[config.mk]
export PLATFORM = sky130hd
export DESIGN_NAME = cmd_parser
export DESIGN_NICKNAME = d
export VERILOG_FILES = /design/src/rtl/cmd_pkg.sv /design/src/rtl/cmd_ack_ser.sv /design/src/rtl/cmd_parser.sv
export SDC_FILE = /design/constraint.sdc
export NUM_CORES = 1
export LEC_CHECK = 0
export ABC_AREA = 1
export CAP_MARGIN = 40
export CORE_AREA = 2 2 153 155
export CTS_CLUSTER_DIAMETER = 40
export DETAILED_ROUTE_END_ITERATION = 10
export DIE_AREA = 0 0 155 157
export PLACE_DENSITY = 0.45
export SETUP_SLACK_MARGIN = 0.3
export SYNTH_ARGS = -nofsm -noshare
export SYNTH_HDL_FRONTEND = slang
export SYNTH_SLANG_ARGS = --single-unit
[constraint.sdc]
create_clock -name clk_sys -period 3.8 [get_ports clk_sys]
set_input_delay 0.95 -clock clk_sys [delete_from_list [all_inputs] [get_ports clk_sys]]
set_output_delay 0.95 -clock clk_sys [all_outputs]
set_load 0.03 [all_outputs]
[src/rtl/cmd_pkg.sv]
// Shared definitions for the command front-end: frame constants, parser
// state encoding and the 8-bit additive checksum used on both directions.
package cmd_pkg;

  localparam logic [7:0] HEAD_CMD_DEF = 8'hAA;
  localparam logic [7:0] HEAD_ACK_DEF = 8'h55;
  localparam int         FRAME_LEN    = 6;

  typedef enum logic [3:0] {
    ST_IDLE,
    ST_DEV,
    ST_MOD,
    ST_ADDR,
    ST_DATA,
    ST_SUM,
    ST_EXEC,
    ST_WAIT,
    ST_TX
  } state_t;

  function automatic logic [7:0] cksum8(input logic [7:0] a,
                                        input logic [7:0] b,
                                        input logic [7:0] c,
                                        input logic [7:0] d);
    return a + b + c + d;
  endfunction

endpackage

[src/rtl/cmd_ack_ser.sv]
// Six-byte acknowledge serializer: captures one reply on load and presents
// it byte by byte over a valid/ready interface.
module cmd_ack_ser
  import cmd_pkg::*;
#(
  parameter logic [7:0] HEAD_ACK = HEAD_ACK_DEF
) (
  input  logic       clk_sys,
  input  logic       rst,
  input  logic       load,
  input  logic [7:0] dev,
  input  logic [7:0] mod,
  input  logic [7:0] addr,
  input  logic [7:0] q,
  input  logic       tx_rdy,
  output logic [7:0] tx_data,
  output logic       busy,
  output logic       done
);

  localparam logic [2:0] LAST_IDX = 3'(FRAME_LEN - 1);

  logic [2:0] idx;
  logic [7:0] dev_r, mod_r, addr_r, q_r, sum_r;

  always_ff @(posedge clk_sys) begin
    if (rst) begin
      busy   <= 1'b0;
      idx    <= 3'd0;
      dev_r  <= 8'h00;
      mod_r  <= 8'h00;
      addr_r <= 8'h00;
      q_r    <= 8'h00;
      sum_r  <= 8'h00;
    end else if (load && !busy) begin
      busy   <= 1'b1;
      idx    <= 3'd0;
      dev_r  <= dev;
      mod_r  <= mod;
      addr_r <= addr;
      q_r    <= q;
      sum_r  <= cksum8(dev, mod, addr, q);
    end else if (busy && tx_rdy) begin
      if (idx == LAST_IDX) begin
        busy <= 1'b0;
        idx  <= 3'd0;
      end else begin
        idx <= idx + 3'd1;
      end
    end
  end

  // Output is forced to zero when idle so the link never sees stale bytes.
  always_comb begin
    tx_data = 8'h00;
    if (busy) begin
      case (idx)
        3'd0:    tx_data = HEAD_ACK;
        3'd1:    tx_data = dev_r;
        3'd2:    tx_data = mod_r;
        3'd3:    tx_data = addr_r;
        3'd4:    tx_data = q_r;
        3'd5:    tx_data = sum_r;
        default: tx_data = 8'h00;
      endcase
    end
  end

  assign done = busy && tx_rdy && (idx == LAST_IDX);

endmodule

[src/rtl/cmd_parser.sv]
// Command front-end: parses framed host commands, strobes them into the
// command factory and returns the sampled reply as an acknowledge frame.
module cmd_parser
  import cmd_pkg::*;
#(
  parameter logic [7:0] HEAD_CMD = HEAD_CMD_DEF,
  parameter logic [7:0] HEAD_ACK = HEAD_ACK_DEF,
  parameter int         Q_LAT    = 2,
  parameter int         TOUT     = 50000
) (
  input  logic       clk_sys,
  input  logic       rst,
  input  logic [7:0] rx_data,
  input  logic       rx_vld,
  output logic [7:0] tx_data,
  output logic       tx_vld,
  input  logic       tx_rdy,
  output logic [7:0] cmd_dev,
  output logic [7:0] cmd_mod,
  output logic [7:0] cmd_addr,
  output logic [7:0] cmd_data,
  output logic       cmd_vld,
  input  logic [7:0] cmd_q,
  output logic       err_chk,
  output logic       err_tout,
  output logic       err_ovr
);

  localparam logic [15:0] GAP_TC = 16'(TOUT - 1);
  localparam logic [3:0]  LAT_LD = 4'(Q_LAT - 1);

  state_t      state, state_nxt;
  logic [7:0]  dev_r, mod_r, addr_r, data_r;
  logic [15:0] gap_cnt;
  logic [3:0]  lat_cnt;
  logic        in_frame, busy_st, gap_tc, sum_ok, ack_load;
  logic        ack_busy, ack_done;

  assign in_frame = state inside {ST_DEV, ST_MOD, ST_ADDR, ST_DATA, ST_SUM};
  assign busy_st  = state inside {ST_EXEC, ST_WAIT, ST_TX};
  // A byte arriving on the terminal count wins over the timeout.
  assign gap_tc   = in_frame && !rx_vld && (gap_cnt == GAP_TC);
  assign sum_ok   = (rx_data == cksum8(dev_r, mod_r, addr_r, data_r));
  assign ack_load = (state == ST_WAIT) && (lat_cnt == 4'd0);
  assign cmd_vld  = (state == ST_EXEC);
  assign tx_vld   = ack_busy;

  always_comb begin
    state_nxt = state;
    case (state)
      ST_IDLE: if (rx_vld && rx_data == HEAD_CMD) state_nxt = ST_DEV;
      ST_DEV:  if (rx_vld) state_nxt = ST_MOD;  else if (gap_tc) state_nxt = ST_IDLE;
      ST_MOD:  if (rx_vld) state_nxt = ST_ADDR; else if (gap_tc) state_nxt = ST_IDLE;
      ST_ADDR: if (rx_vld) state_nxt = ST_DATA; else if (gap_tc) state_nxt = ST_IDLE;
      ST_DATA: if (rx_vld) state_nxt = ST_SUM;  else if (gap_tc) state_nxt = ST_IDLE;
      ST_SUM: begin
        if (rx_vld)      state_nxt = sum_ok ? ST_EXEC : ST_IDLE;
        else if (gap_tc) state_nxt = ST_IDLE;
      end
      ST_EXEC: state_nxt = ST_WAIT;
      ST_WAIT: if (lat_cnt == 4'd0) state_nxt = ST_TX;
      ST_TX:   if (ack_done) state_nxt = ST_IDLE;
      default: state_nxt = ST_IDLE;
    endcase
  end

  always_ff @(posedge clk_sys) begin
    if (rst) begin
      state    <= ST_IDLE;
      dev_r    <= 8'h00;
      mod_r    <= 8'h00;
      addr_r   <= 8'h00;
      data_r   <= 8'h00;
      cmd_dev  <= 8'h00;
      cmd_mod  <= 8'h00;
      cmd_addr <= 8'h00;
      cmd_data <= 8'h00;
      gap_cnt  <= 16'd0;
      lat_cnt  <= 4'd0;
      err_chk  <= 1'b0;
      err_tout <= 1'b0;
      err_ovr  <= 1'b0;
    end else begin
      state    <= state_nxt;
      err_chk  <= (state == ST_SUM) && rx_vld && !sum_ok;
      err_tout <= gap_tc;
      err_ovr  <= busy_st && rx_vld;

      if (rx_vld) begin
        case (state)
          ST_DEV:  dev_r  <= rx_data;
          ST_MOD:  mod_r  <= rx_data;
          ST_ADDR: addr_r <= rx_data;
          ST_DATA: data_r <= rx_data;
          default: ;
        endcase
      end

      if (!in_frame || rx_vld || gap_tc) gap_cnt <= 16'd0;
      else                               gap_cnt <= gap_cnt + 16'd1;

      // Factory-facing fields only move on the edge entering EXEC.
      if ((state == ST_SUM) && rx_vld && sum_ok) begin
        cmd_dev  <= dev_r;
        cmd_mod  <= mod_r;
        cmd_addr <= addr_r;
        cmd_data <= data_r;
      end

      if (state == ST_EXEC)                          lat_cnt <= LAT_LD;
      else if ((state == ST_WAIT) && (lat_cnt != 0)) lat_cnt <= lat_cnt - 4'd1;
    end
  end

  cmd_ack_ser #(
    .HEAD_ACK(HEAD_ACK)
  ) u_ack (
    .clk_sys(clk_sys),
    .rst    (rst),
    .load   (ack_load),
    .dev    (cmd_dev),
    .mod    (cmd_mod),
    .addr   (cmd_addr),
    .q      (cmd_q),
    .tx_rdy (tx_rdy),
    .tx_data(tx_data),
    .busy   (ack_busy),
    .done   (ack_done)
  );

endmodule

==> out/results.txt <==
status - completed
cell taking the most area after synthesis - dfxtp_1
ranking of synthesized cells by area - dfxtp_1 (40%), fa_1 (8.3%), nand2_1 (8.1%), inv_1 (7.8%), o21ai_0 (5.3%)
final hold vios - 0
Die H - 157 um
Initial DRC Count - 312
PwrDens - 352 nW/um^2
Layout area overhead - 27.5%
DRT antenna net count - 0
first-pass GRT wire length - 32200 um
fillers - 2356
share of layout cells above drive strength 1 - 9.15%
GP Congestion - 0.825
Max Freq - 288 MHz
Startpoint Class - register
skew final - 8.39 ps
routed via count - 5951
max cap viols - 0
worst setup slack after layout - 330 ps
final wirelength - 20300 um
I/O pins - 65
max-slew violation count - 0
post-synthesis sequential area ratio - 40.2%
Worst Path Max Fanout - 4
Clock Sinks - 135
fin crit share - 91.3%
CTS root buffer - clkbuf_16
RSZ-0062 raised after global routing - yes
Detail Placement HPWL - 14200 um
Tot GR Track Use - 17.2%
most frequent cell after synthesis - nand2_1
grt ovf - 0
worst hold path type - register to register
EDFF count, synth - 0
Critical Path Sink Type - register
Slew Limit Headroom - 51.0%
placed cell areas - 7720 sq um
Synth cell types - 40
pre-CTS WS - 164 ps
CTS tree - done
most frequent cells after synthesis - nand2_1 (145), inv_1 (139), dfxtp_1 (135), nor2_1 (93), o21ai_0 (71)
measured slew at the worst slew-check pin - 733 ps
clock latency at the later pin of the worst-skew pair - 420 ps
core area - 22500 sq um
final instance area - 8580 sq um
DRC - 0
number of buffers created by CTS - 17
CP required - 4150 ps
Seq cells post-synth - 135
drt pass-1 iters - 4
CTS max path bufs - 2
asr flop ratio synth - 0%
number of global-route vias before repair - 5673
prevailing post-synth register cell - dfxtp_1
synthesized area - 6730 sq um
Port Buffers - 64
initial antenna violation count - 0
leakage - 3.53 nW
syn nets - 956
diode count - 0
clock slew at reported path FFs - 60 ps
Nets - 1038
Synth top area share - 40.2%
Mapped Cells - 891
Setup Viol. Count Final - 0
Critical Path AT - 3820 ps
wire per inst - 16.0 um
Initial Util - 29.9%
# rows - 55
die area - 24300 sq um
Final Power - 3.02 mW
sum of negative setup slack - 0 ps
minimum clock period - 3470 ps
vias per cell - 4.69
Avg Inst Size Synth - 7.55 sq um
CTS H-tree lvls - 4
pin count of the biggest net entering global routing - 35
yosys warns - 0
die width - 155 um
Worst Path Class, Setup - register to register
peak supply drop - 0.265 mV
hold_ws - 443 ps
metal layers:
metal	part of all wire [%]	GRT usage (%)
met2	45	26.9
met4	1.5	5.25
met3	3.0	3.06
met5	0	0
met1	51	24.3
placed cells by master (no fill, tap or decap), types with 18 or more instances in the layout:
cell type | netlist | layout
o22ai_1 | 18 | 18
nor2_1 | 93 | 84
a21oi_1 | 68 | 64
dfxtp_1 | 135 | 134
nand2_1 | 145 | 137
clkdlybuf4s50_1 | 0 | 56
o21ai_0 | 71 | 70
inv_1 | 139 | 137
clkbuf_16 | 0 | 19
nand3_1 | 64 | 63
fa_1 | 28 | 28
sequential cells by signal (all words and copies together) (netlist names), 3 cells and up:
signal,cells
cmd_dev,8
mod_r,8
state,4
data_r,8
addr_r,8
lat_cnt,4
gap_cnt,16
cmd_addr,8
u_ack.addr_r,8
cmd_data,8
u_ack.q_r,8
u_ack.idx,3
u_ack.sum_r,8
dev_r,8
cmd_mod,8
u_ack.dev_r,8
u_ack.mod_r,8
repair_timing:
| item | 4_1_cts | 5_1_grt |
|---|---|---|
| pin swaps | 2 | 7 |
| cloned | 4 | 3 |
| setup buffers | 2 | 2 |
| gates resized for setup | 13 | 41 |
| endpoints found under the hold margin | 0 | 0 |
| setup endpoints to repair | 30 | 37 |
| hold buffers | 0 | 0 |
per-stage QoR:
| step | util [%] | std cells |
|---|---|---|
| after floorplan | - | 891 |
| after global placement | 34.3 | 1226 |
| after detailed placement | 34.3 | 1227 |
| after CTS | 37.2 | 1263 |
| after global routing | 38.1 | 1269 |
| final | 38.1 | 1269 |
cells by family after synthesis:
kind of cell    count (synthesis)  synth area share, %
buf+inv                       171                 9.91
flops                         135                 40.2
compound gates                185                 15.0
xor+xnor                       13                 1.69
simple gates                  342                 21.8
fa+ha+maj                      45                 11.5
worst max-delay path, cell delays in order (launching register included):
cell       delay [ps]
dfxtp_2           330
fa_1              550
inv_2              40
fa_1              490
inv_1              40
ha_2              190
fa_1              500
nand2_1            60
nand2_1            80
nand3_1            70
nor2_1             90
nand3_1            90
nor2_2            130
nand3_4           110
inv_4              90
nand3_4           130
clkbuf_16         200
nand2_1            50
nand2_1            50
nor2_1            100
power by group:
part / switching, mW / total (mW) / internal, mW
logic: 0.0671 / 0.103 / 0.0362
registers: 0.000373 / 1.42 / 1.42
clock network: 0.602 / 1.50 / 0.894
path summary, 6_finish.rpt:
check             cells past startpoint         end  slack (ps)       start
setup / recovery                     19  cmd_mod[1]         330    dev_r[1]
hold / removal                        1  gap_cnt[0]         440  gap_cnt[0]
setup reg to reg                     19  cmd_mod[1]         330    dev_r[1]
hold reg to reg                       1  gap_cnt[0]         440  gap_cnt[0]
final cells by class:
type	instances	area, sq um	area share [%]
Multi-Input combinational cell	588	3520	41.0
Sequential cell	135	2700	31.5
Timing Repair Buffer	90	947	11.0
Inverter	141	532	6.20
Clock buffer	27	503	5.86
Tap cell	285	357	4.16
Clock inverter	3	17.5	0.204
Power figures use the tool's default switching activity.
==> RTL change (config.mk and constraints unchanged) <==
Make the reset (`rst`) asynchronous in 2 clocked blocks.
--- a/src/rtl/cmd_ack_ser.sv
+++ b/src/rtl/cmd_ack_ser.sv
@@ -24,5 +24,5 @@
   logic [7:0] dev_r, mod_r, addr_r, q_r, sum_r;
 
-  always_ff @(posedge clk_sys) begin
+  always_ff @(posedge clk_sys or posedge rst) begin
     if (rst) begin
       busy   <= 1'b0;
--- a/src/rtl/cmd_parser.sv
+++ b/src/rtl/cmd_parser.sv
@@ -65,5 +65,5 @@
   end
 
-  always_ff @(posedge clk_sys) begin
+  always_ff @(posedge clk_sys or posedge rst) begin
     if (rst) begin
       state    <= ST_IDLE;
Check against the original RTL: not equivalent (Yosys sat finds a counterexample within 10 cycles, from zero or initial values and one cycle with rst high; the reset may be asserted at any time).
==> RTL change against the unedited design <==
- wire length is 7.5% lower
- final cell count decreased by 3.7%
- design area up 4.1%
- count of clock-buffer cells in the layout down 8
- sequential share of layout area rose by 6.3 points
- synthesized area is 6.3% higher
- worst setup slack better by 0.0050 ns
- sequential cell count unchanged
- critical endpoint is now cmd_dev[0]$_DFFE_PP0P_
- highest routed layer unchanged
Power is not compared: it rests on default switching activity, and its combinational part moved more than twofold at a synthesized area within 25%.
==> RTL change: results (changes against the unedited design) <==
- Outcome: completed
- Via total after detailed routing: 5,673 (-4.7%)
- Share of synthesized registers carrying an async set or reset: 100% (+100 points)
- Ranking of synthesized cells by instance count: 269 x sky130_fd_sc_hd__nand2_1, 135 x sky130_fd_sc_hd__dfrtp_1, 99 x sky130_fd_sc_hd__inv_1, 61 x sky130_fd_sc_hd__o21ai_0, 54 x sky130_fd_sc_hd__nand3_1
- Placed cells: 1,181 (-3.7%)
- Fraction of layout instances using a drive strength above 1: 9.61% (+0.46 points)
- Fin Clk Skew: 0.0124 ns (+0.00402 ns)
- WL met1: 9440 um (-8.9%)
- Count of multi-input combinational gates: 583 (-0.85%)
- Synthesized instance count: 844 (-5.3%)
- Layout buffer count excluding clock buffers: 85 (-5.6%)
- Count of filler cells inserted in the layout: 2,325 (-1.3%)
- Number of unique standard cell types used by synthesis: 43 (+7.5%)
- Multi-input gate area in the final layout: 0.00335 mm2 (-4.8%)
- Clock-cell share of area: 6.50% (+0.44 points)
- First-pass GRT wire length: 30,900 um (-3.9%)
- Sequential cell area: 0.00338 mm2 (+25%)
- Drt initial violations: 280 (-10%)
- Clock Buffer Count: 19 (-30%)
- Met1 usage: 23.6% (-0.74 points)
- Cells taking the most area after synthesis: sky130_fd_sc_hd__dfrtp_1 47%, sky130_fd_sc_hd__nand2_1 14%, sky130_fd_sc_hd__fa_1 7.8%
- Hold Path Origin: gap_cnt[0]$_DFF_PP0_
- Met3 track demand over resource: 2.62% (-0.44 points)
- Final Wtd Congestion: 0.815 (-1.2%)
- M2 GR Usage: 25.1% (-1.8 points)
- Average vias per placed instance: 4.64 (-1.0%)
- Arrival time reported for the critical path endpoint: 3.77 ns (-0.05 ns)
- Sequential element share of the synthesized area: 47.2% (+7.1 points)
- Number of ordinary inverters in the final layout: 103 (-27%)
- Wire length on met3: 546 um (-10%)
- Synth Flop Type: sky130_fd_sc_hd__dfrtp_1
- Nets@finish: 990 (-4.6%)
- Total nets after synthesis: 909 (-4.9%)
- Sum of met2 wire segment lengths after detailed routing: 8590 um (-5.2%)
- NonClk Buf Share: 9.72% (-1.3 points)
- Tightest Pin Transition: 0.784 ns (+0.0512 ns)
- Number of global-route vias before repair: 5,629 (-0.78%)
-- RTL change: timing repair --
item,4_1_cts,5_1_grt
pin swaps,4,8
gates cloned,1,2
gates resized for setup,17,13
buffers inserted,5,2
setup endpoints to repair,39,34
-- RTL change: logic make-up (layout without fill, tap and decap cells) --
family	count (synthesis)	count (layout)	synth area share (%)
AO/OA/AOI/OAI	119	119	9.59
XOR/XNOR	13	13	1.59
AND/OR/NAND/NOR	405	406	23.6
adder cells (fa/ha/maj)	45	45	10.8
buffers and inverters	127	219	7.14
flip-flops	135	135	47.2
-- RTL change: worst register-to-register path, cell delays in order (launching register included) --
cell	delay, ns
sky130_fd_sc_hd__dfrtp_1	0.40
sky130_fd_sc_hd__fa_1	0.54
sky130_fd_sc_hd__inv_1	0.05
sky130_fd_sc_hd__fa_1	0.48
sky130_fd_sc_hd__inv_1	0.05
sky130_fd_sc_hd__ha_2	0.18
sky130_fd_sc_hd__fa_1	0.46
sky130_fd_sc_hd__inv_1	0.07
sky130_fd_sc_hd__nand2_1	0.04
sky130_fd_sc_hd__nand2_1	0.07
sky130_fd_sc_hd__nand3_1	0.07
sky130_fd_sc_hd__nor2_1	0.10
sky130_fd_sc_hd__nand3_1	0.10
sky130_fd_sc_hd__nor2_2	0.11
sky130_fd_sc_hd__nand3_2	0.11
sky130_fd_sc_hd__clkinv_4	0.10
sky130_fd_sc_hd__nand2_8	0.10
sky130_fd_sc_hd__clkbuf_16	0.22
sky130_fd_sc_hd__nand2_1	0.06
sky130_fd_sc_hd__nand2_1	0.05
-- RTL change: final timing paths --
| path | end | cells past startpoint |
|---|---|---|
| setup / recovery | cmd_dev[0]$_DFFE_PP0P_ | 19 |
| hold / removal | gap_cnt[0]$_DFF_PP0_ | 1 |
| setup reg to reg | cmd_dev[0]$_DFFE_PP0P_ | 19 |
| hold reg to reg | gap_cnt[0]$_DFF_PP0_ | 1 |
| max in group asynchronous | cmd_mod[2]$_DFFE_PP0P_ | 3 |
| min in group asynchronous | gap_cnt[13]$_DFF_PP0_ | 3 |
-- RTL change: power by group through the flow --
stage	clock [mW]	sequential (mW)	combinational [mW]
final	1.63	1.93	3.01
after detailed placement	0	1.96	2.97
after global placement	0	1.96	2.98
after floorplan	0	1.91	2.23
after CTS	1.68	1.94	3.02
after global routing	1.74	1.98	3.50
-- RTL change: through the flow --
step	hold slack [ns]	instance area (um2)	power, mW	util, %	setup slack, ns
floorplan	0.433	7160	4.14	-	0.520
global placement	0.455	8160	4.94	36.3	0.181
detailed placement	0.459	8160	4.93	36.3	0.184
CTS	0.468	8830	6.64	39.2	0.284
global route	0.479	8920	7.22	39.7	0.145
finish	0.461	8920	6.57	39.7	0.335
